### src/rtl/alu_seq_if.sv
// Handshaked operand/result bundle for alu_seq.
// The master side presents operations and consumes results; the slave side is the ALU.
interface alu_seq_if #(
    parameter int unsigned WIDTH = 32
);
    logic             in_valid;
    logic             in_ready;
    logic [WIDTH-1:0] A;
    logic [WIDTH-1:0] B;
    logic [3:0]       Sel;
    logic             out_valid;
    logic             out_ready;
    logic [WIDTH-1:0] Out;
    logic             N;
    logic             Z;
    logic             V;

    modport master (
        output in_valid, A, B, Sel, out_ready,
        input  in_ready, out_valid, Out, N, Z, V
    );

    modport slave (
        input  in_valid, A, B, Sel, out_ready,
        output in_ready, out_valid, Out, N, Z, V
    );
endinterface

### src/rtl/alu_seq.sv
// Execute-stage ALU with valid/ready handshakes, registered result and N/Z/V flags,
// and an iterative shift-add multiply taking WIDTH cycles.
module alu_seq #(
    parameter int unsigned WIDTH = 32
) (
    input  logic       clk,
    input  logic       rst_n,
    alu_seq_if.slave   bus
);
    localparam int unsigned CNT_W = $clog2(WIDTH + 1);
    localparam int unsigned MSB   = WIDTH - 1;

    localparam logic [3:0] OP_ADD  = 4'b0001;
    localparam logic [3:0] OP_NEG  = 4'b0010;
    localparam logic [3:0] OP_SUB  = 4'b0011;
    localparam logic [3:0] OP_PASS = 4'b0100;
    localparam logic [3:0] OP_MUL  = 4'b0101;

    typedef enum logic [1:0] {
        IDLE = 2'd0,
        MUL  = 2'd1,
        HOLD = 2'd2
    } state_t;

    state_t           r_state;
    state_t           w_state_nxt;

    logic [WIDTH-1:0] r_out;
    logic             r_n;
    logic             r_z;
    logic             r_v;
    logic [WIDTH-1:0] r_mcand;
    logic [WIDTH-1:0] r_mplr;
    logic [WIDTH-1:0] r_acc;
    logic [CNT_W-1:0] r_cnt;

    logic [WIDTH-1:0] w_alu_out;
    logic             w_alu_v;
    logic [WIDTH-1:0] w_acc_nxt;
    logic [CNT_W-1:0] w_cnt_inc;
    logic             w_mul_done;
    logic             w_in_ready;
    logic             w_accept;
    logic             w_load_mul;
    logic             w_wr_res;
    logic             w_from_mul;
    logic [WIDTH-1:0] w_wr_data;
    logic             w_wr_v;

    // Single-cycle opcodes; unknown opcodes fall through to zero with V clear.
    always_comb begin
        w_alu_out = '0;
        w_alu_v   = 1'b0;
        case (bus.Sel)
            OP_ADD: begin
                w_alu_out = bus.A + bus.B;
                w_alu_v   = (bus.A[MSB] == bus.B[MSB]) && (w_alu_out[MSB] != bus.A[MSB]);
            end
            OP_NEG:  w_alu_out = ~bus.B + WIDTH'(1);
            OP_SUB: begin
                w_alu_out = bus.B - bus.A;
                w_alu_v   = (bus.B[MSB] != bus.A[MSB]) && (w_alu_out[MSB] != bus.B[MSB]);
            end
            OP_PASS: w_alu_out = bus.A;
            default: ;
        endcase
    end

    // One shift-add step; the final step's add is folded into the written result.
    assign w_acc_nxt  = r_acc + (r_mplr[0] ? r_mcand : '0);
    assign w_cnt_inc  = r_cnt + CNT_W'(1);
    assign w_mul_done = (w_cnt_inc == CNT_W'(WIDTH));

    always_comb begin
        w_state_nxt = r_state;
        w_in_ready  = 1'b0;
        w_accept    = 1'b0;
        w_load_mul  = 1'b0;
        w_wr_res    = 1'b0;
        w_from_mul  = 1'b0;
        case (r_state)
            IDLE: w_in_ready = 1'b1;
            MUL: begin
                if (w_mul_done) begin
                    w_wr_res    = 1'b1;
                    w_from_mul  = 1'b1;
                    w_state_nxt = HOLD;
                end
            end
            HOLD: begin
                w_in_ready = bus.out_ready;
                if (bus.out_ready) begin
                    w_state_nxt = IDLE;
                end
            end
            default: w_state_nxt = IDLE;
        endcase

        // An accept from HOLD (result taken the same cycle) behaves exactly like one from IDLE.
        w_accept = bus.in_valid && w_in_ready;
        if (w_accept) begin
            if (bus.Sel == OP_MUL) begin
                w_load_mul  = 1'b1;
                w_state_nxt = MUL;
            end else begin
                w_wr_res    = 1'b1;
                w_state_nxt = HOLD;
            end
        end
    end

    assign w_wr_data = w_from_mul ? w_acc_nxt : w_alu_out;
    assign w_wr_v    = !w_from_mul && w_alu_v;

    always_ff @(posedge clk or negedge rst_n) begin
        if (!rst_n) begin
            r_state <= IDLE;
        end else begin
            r_state <= w_state_nxt;
        end
    end

    always_ff @(posedge clk or negedge rst_n) begin
        if (!rst_n) begin
            r_out   <= '0;
            r_n     <= 1'b0;
            r_z     <= 1'b0;
            r_v     <= 1'b0;
            r_mcand <= '0;
            r_mplr  <= '0;
            r_acc   <= '0;
            r_cnt   <= '0;
        end else begin
            if (w_wr_res) begin
                r_out <= w_wr_data;
                r_n   <= w_wr_data[MSB];
                r_z   <= (w_wr_data == '0);
                r_v   <= w_wr_v;
            end
            if (w_load_mul) begin
                r_mcand <= bus.A;
                r_mplr  <= bus.B;
                r_acc   <= '0;
                r_cnt   <= '0;
            end else if (r_state == MUL) begin
                r_mcand <= r_mcand << 1;
                r_mplr  <= r_mplr >> 1;
                r_acc   <= w_acc_nxt;
                r_cnt   <= w_cnt_inc;
            end
        end
    end

    assign bus.in_ready  = w_in_ready;
    assign bus.out_valid = (r_state == HOLD);
    assign bus.Out       = r_out;
    assign bus.N         = r_n;
    assign bus.Z         = r_z;
    assign bus.V         = r_v;
endmodule

### src/flat_wrapper.sv
// flat-port wrapper written by rule: the top's interface ports become plain ports
module alu_seq_flat 
#(
    parameter int unsigned WIDTH = 32
)
  (clk, rst_n, bus_in_valid, bus_A, bus_B, bus_Sel, bus_out_ready, bus_in_ready, bus_out_valid, bus_Out, bus_N, bus_Z, bus_V);
  alu_seq_if #(.WIDTH(WIDTH)) bus_i ();
  input  logic clk;
  input  logic rst_n;
  input wire logic [$bits(bus_i.in_valid)-1:0] bus_in_valid;
  input wire logic [$bits(bus_i.A)-1:0] bus_A;
  input wire logic [$bits(bus_i.B)-1:0] bus_B;
  input wire logic [$bits(bus_i.Sel)-1:0] bus_Sel;
  input wire logic [$bits(bus_i.out_ready)-1:0] bus_out_ready;
  output wire logic [$bits(bus_i.in_ready)-1:0] bus_in_ready;
  output wire logic [$bits(bus_i.out_valid)-1:0] bus_out_valid;
  output wire logic [$bits(bus_i.Out)-1:0] bus_Out;
  output wire logic [$bits(bus_i.N)-1:0] bus_N;
  output wire logic [$bits(bus_i.Z)-1:0] bus_Z;
  output wire logic [$bits(bus_i.V)-1:0] bus_V;
  assign bus_i.in_valid = bus_in_valid;
  assign bus_i.A = bus_A;
  assign bus_i.B = bus_B;
  assign bus_i.Sel = bus_Sel;
  assign bus_i.out_ready = bus_out_ready;
  assign bus_in_ready = bus_i.in_ready;
  assign bus_out_valid = bus_i.out_valid;
  assign bus_Out = bus_i.Out;
  assign bus_N = bus_i.N;
  assign bus_Z = bus_i.Z;
  assign bus_V = bus_i.V;
  alu_seq #(.WIDTH(WIDTH)) u_core (.clk(clk), .rst_n(rst_n), .bus(bus_i));
endmodule
### config.mk
export PLATFORM = sky130hd
export DESIGN_NAME = alu_seq_flat
export DESIGN_NICKNAME = d
export VERILOG_FILES = /design/src/rtl/alu_seq_if.sv /design/src/rtl/alu_seq.sv /design/src/flat_wrapper.sv
export SDC_FILE = /design/constraint.sdc
export NUM_CORES = 1
export LEC_CHECK = 0
export BUFFER_PORTS_ARGS = -buffer_cell sky130_fd_sc_hd__buf_4
export CAP_MARGIN = 20
export CORE_UTILIZATION = 50
export DETAILED_ROUTE_END_ITERATION = 6
export PLACE_DENSITY = 0.71
export REMOVE_ABC_BUFFERS = 1
export SLEW_MARGIN = 0
export SYNTH_ARGS = -nofsm -noshare
export SYNTH_HDL_FRONTEND = slang
export SYNTH_SLANG_ARGS = --single-unit
### constraint.sdc
create_clock -name clk -period 4.9 [get_ports clk]
set_input_delay 0.49 -clock clk [delete_from_list [all_inputs] [get_ports clk]]
set_output_delay 0.49 -clock clk [all_outputs]
set_load 0.01 [all_outputs]
==> results.md <==
* Port bufs at ~110
* #FFs+latches synth at 138
* Clock Skew at 0.01672 ns
* HP Class: in2async
* Grt total ovfl at 0
* Routed wire length at 47880 um
* CP Launch Type: register
* Yosys warns at 0
* Peak supply drop at 0.2660 mV
* Total Routing Usage GR at 0.3553
* Vias in the first global route at 12530
* Routed Antenna Nets at 0
* Final WS setup at slightly above 0.8 ns
* Largest fanout on the critical path at 29
* Initial Util at 0.5093
* Synth Instances at 1661
* Final hold slack at 0.1781 ns
* Initial antenna violation count at 1
* Clk slew on worst S/H paths at 0.08 ns
* Post-DP HPWL at between 30000 and 40000 um
* Max frequency at 244.4 MHz
* Commonest cells after routing, fill and taps aside: nand2_1, dfrtp_1, buf_4
* Num ports at roughly 110
* Outcome: finished clean
* Clk pwr share at 0.248
* Share of cells above drive strength 1 at 0.1431
* Average wire per standard cell at 23.23 um
* Post-Route Utilization at 0.5706
* RD Place Congestion at 0.9567
* Die height at 164.7 um
* Area of the multi-input gates at roughly 9000 um^2
* Critical Path Sink Type: register
* Total Neg Setup Slack at 0 ns
* Clk_lat worst skew at 0.44 ns
* Synth Area per Inst at roughly 8 um^2
* Mapped Area at 13240 um^2
* Pre-CTS setup slack at 0.7673 ns
* CTS buffer count at 17
* Critical-path cell list: buf_4, and2_1, ha_1, and3_1, nand4_1, nor4_1, o311a_1, nor3_1, xnor2_1, o22ai_1, a211o_1, nor4_1, nand4_1, o31ai_1
* Die W at around 160 um
* Post-synth EDFFs at 0
* CP arrival at 4.44 ns
* N_diodes at 0
* Max_cap viols at 0
* Die area at 27120 um^2
* Worst Path Required at 5.24 ns
* Final setup viols at 0
* Resized cells post-CTS at 0
* 1st-iter DRT viols at roughly 1400
* Sequential Power Share at 0.343
* Most common cell after layout, fill and taps aside: nand2_1
* Filler cells at 2443
* Via/cell ratio at 6.452
* DR pass1 iterations at 6
* RSZ-0062 raised after global routing: no
* P_sw at between 2 and 2.5 mW
* Crit path time final at 4.092 ns
* CTS H-tree depth at 4
* Pwr Density at 369.4 nW/um^2
* Max clock buf depth at 2
* Final net count at approximately 1900
* Rel. slew slack at 0.3274
* Internal power at 3.114 mW
* WS Path Type: reg2reg
* Comb pwr share at 0.409
* Commonest register cell after synthesis: dfrtp_1
* Row count at about 60
* Num Clock Sinks at 138
* Root Driver: clkbuf_16
* Sw Ratio at 0.4316
* Area Overhead vs Synth at 12.03%
* Core Region at 25980 um^2
* Drt drc at 0
* Sequential area share after synthesis at 0.2609
* Register Area at 3453 um^2
* P_leak at about 6.7 nW
* Slew Limit Fails at 0
* CTS tree: yes
* Post CTS Setup Buffer Count at 0
* Synth cell types at 111
* First-pass GRT wire length at about 73000 um
* # hold bufs at CTS at 0
* Pin count of the biggest net entering global routing at 99
* Critical path's largest stage delay at 0.50 ns
* Critical path's slowest cell: nor4_1
* Final hold violations at 0
* Final period utilization at 0.8351
* Total vias in the final route at 13300
* Async set-reset flop share out of synthesis at 1.000
* Worst-Margin Slew at 1.007 ns
-- cells by family (layout without fill, tap and decap cells) --
kind of cell,after synthesis,in the layout,share of synthesized area
simple gates,626,626,0.2328
xor+xnor,81,81,0.05360
flops,138,138,0.2609
compound gates,528,528,0.2887
fa+ha+maj,100,100,0.09624
mux,15,15,0.01172
buf+inv,173,238,0.05597
-- area by class of cell --
class / count / share of cell area
Timing Repair Buffer: 131 / 0.06708
Inverter: 75 / 0.01899
Clock inverter: 15 / 0.01181
Tap cell: 335 / 0.02827
Sequential cell: 138 / 0.2329
Clock buffer: 17 / 0.02869
Multi-Input combinational cell: 1350 / 0.6123
-- cell usage after synthesis (16+ instances only) --
| cell type | instances | area [um^2] |
|---|---|---|
| a21o_1 | 21 | 157.7 |
| o22ai_1 | 19 | 118.9 |
| inv_1 | 69 | 259.0 |
| nand4_1 | 18 | 112.6 |
| nor4_1 | 17 | 106.4 |
| buf_2 | 16 | 80.08 |
| a21oi_1 | 100 | 500.5 |
| o211ai_1 | 20 | 150.1 |
| dfrtp_1 | 138 | 3453 |
| nor3_1 | 40 | 200.2 |
| o21a_1 | 17 | 127.6 |
| o21ai_0 | 90 | 450.4 |
| xnor2_1 | 45 | 394.1 |
| ha_1 | 97 | 1214 |
| and2_1 | 37 | 231.5 |
| clkbuf_1 | 62 | 232.7 |
| nand3_1 | 25 | 125.1 |
| a22oi_1 | 78 | 585.6 |
| nor2_1 | 111 | 416.7 |
| nand2_1 | 266 | 998.5 |
| xor2_1 | 36 | 315.3 |
| nor2b_1 | 20 | 125.1 |
-- state kept, by name, indices dropped and copies added, names as in the netlist, 2 cells and up --
signal,cells
u_core.r_mplr,32
u_core.bus.Out,31
u_core.r_cnt,6
u_core.r_mcand,32
u_core.r_state,2
u_core.r_acc,32
-- layer usage --
metal,vias to the layer above,global-route usage,part of all wire
li1,6172,-,-
met1,6457,0.5139,0.46
met2,586,0.5208,0.43
met3,82,0.08187,0.093
met4,0,0.1063,0.025
met5,-,0,0
-- power by group through the flow --
stage                     combinational (mW)  sequential [mW]  clock (mW)
after global placement                  2.14             1.86           0
after detailed placement                2.18             1.88           0
after CTS                               2.20             1.86        1.37
final                                   2.24             1.88        1.36
after global routing                    2.46             1.92        1.41
after floorplan                         1.46             1.80           0
-- through the flow --
step / power (mW) / cell area (um^2) / instances
5_1_grt: 5.795 / 14830 / 2061
3_5_place_dp: 4.060 / 14210 / 2028
3_3_place_gp: 4.006 / 14210 / 2028
6_report: 5.478 / 14830 / 2061
2_1_floorplan: 3.263 / 12780 / 1563
4_1_cts: 5.431 / 14810 / 2060
-- worst paths after layout --
path / depth (start not counted) / from / slack [ns] / end
hold / removal: 1 / rst_n / 0.18 / u_core.r_mcand[28]
min in group clk: 2 / bus_out_ready / 0.25 / u_core.r_state[1]
max in group asynchronous: 2 / rst_n / 3.62 / u_core.r_acc[0]
setup reg to reg: 14 / u_core.r_mplr[0] / 0.81 / u_core.bus.Z
setup / recovery: 14 / u_core.r_mplr[0] / 0.81 / u_core.bus.Z
hold reg to reg: 2 / u_core.r_mplr[7] / 0.48 / u_core.r_mplr[7]
-- critical path, delay by kind of cell, from the launching register on --
kind | cells | cell delay [ns]
AOI/OAI and AO/OA | 4 | 0.95
xor gates and xnor gates | 1 | 0.33
adders and majority gates | 1 | 0.39
buffers and inverters | 1 | 0.23
DFF | 1 | 0.41
and+or+nand+nor | 7 | 1.67
Note: power is estimated with default switching activity, not from simulation.
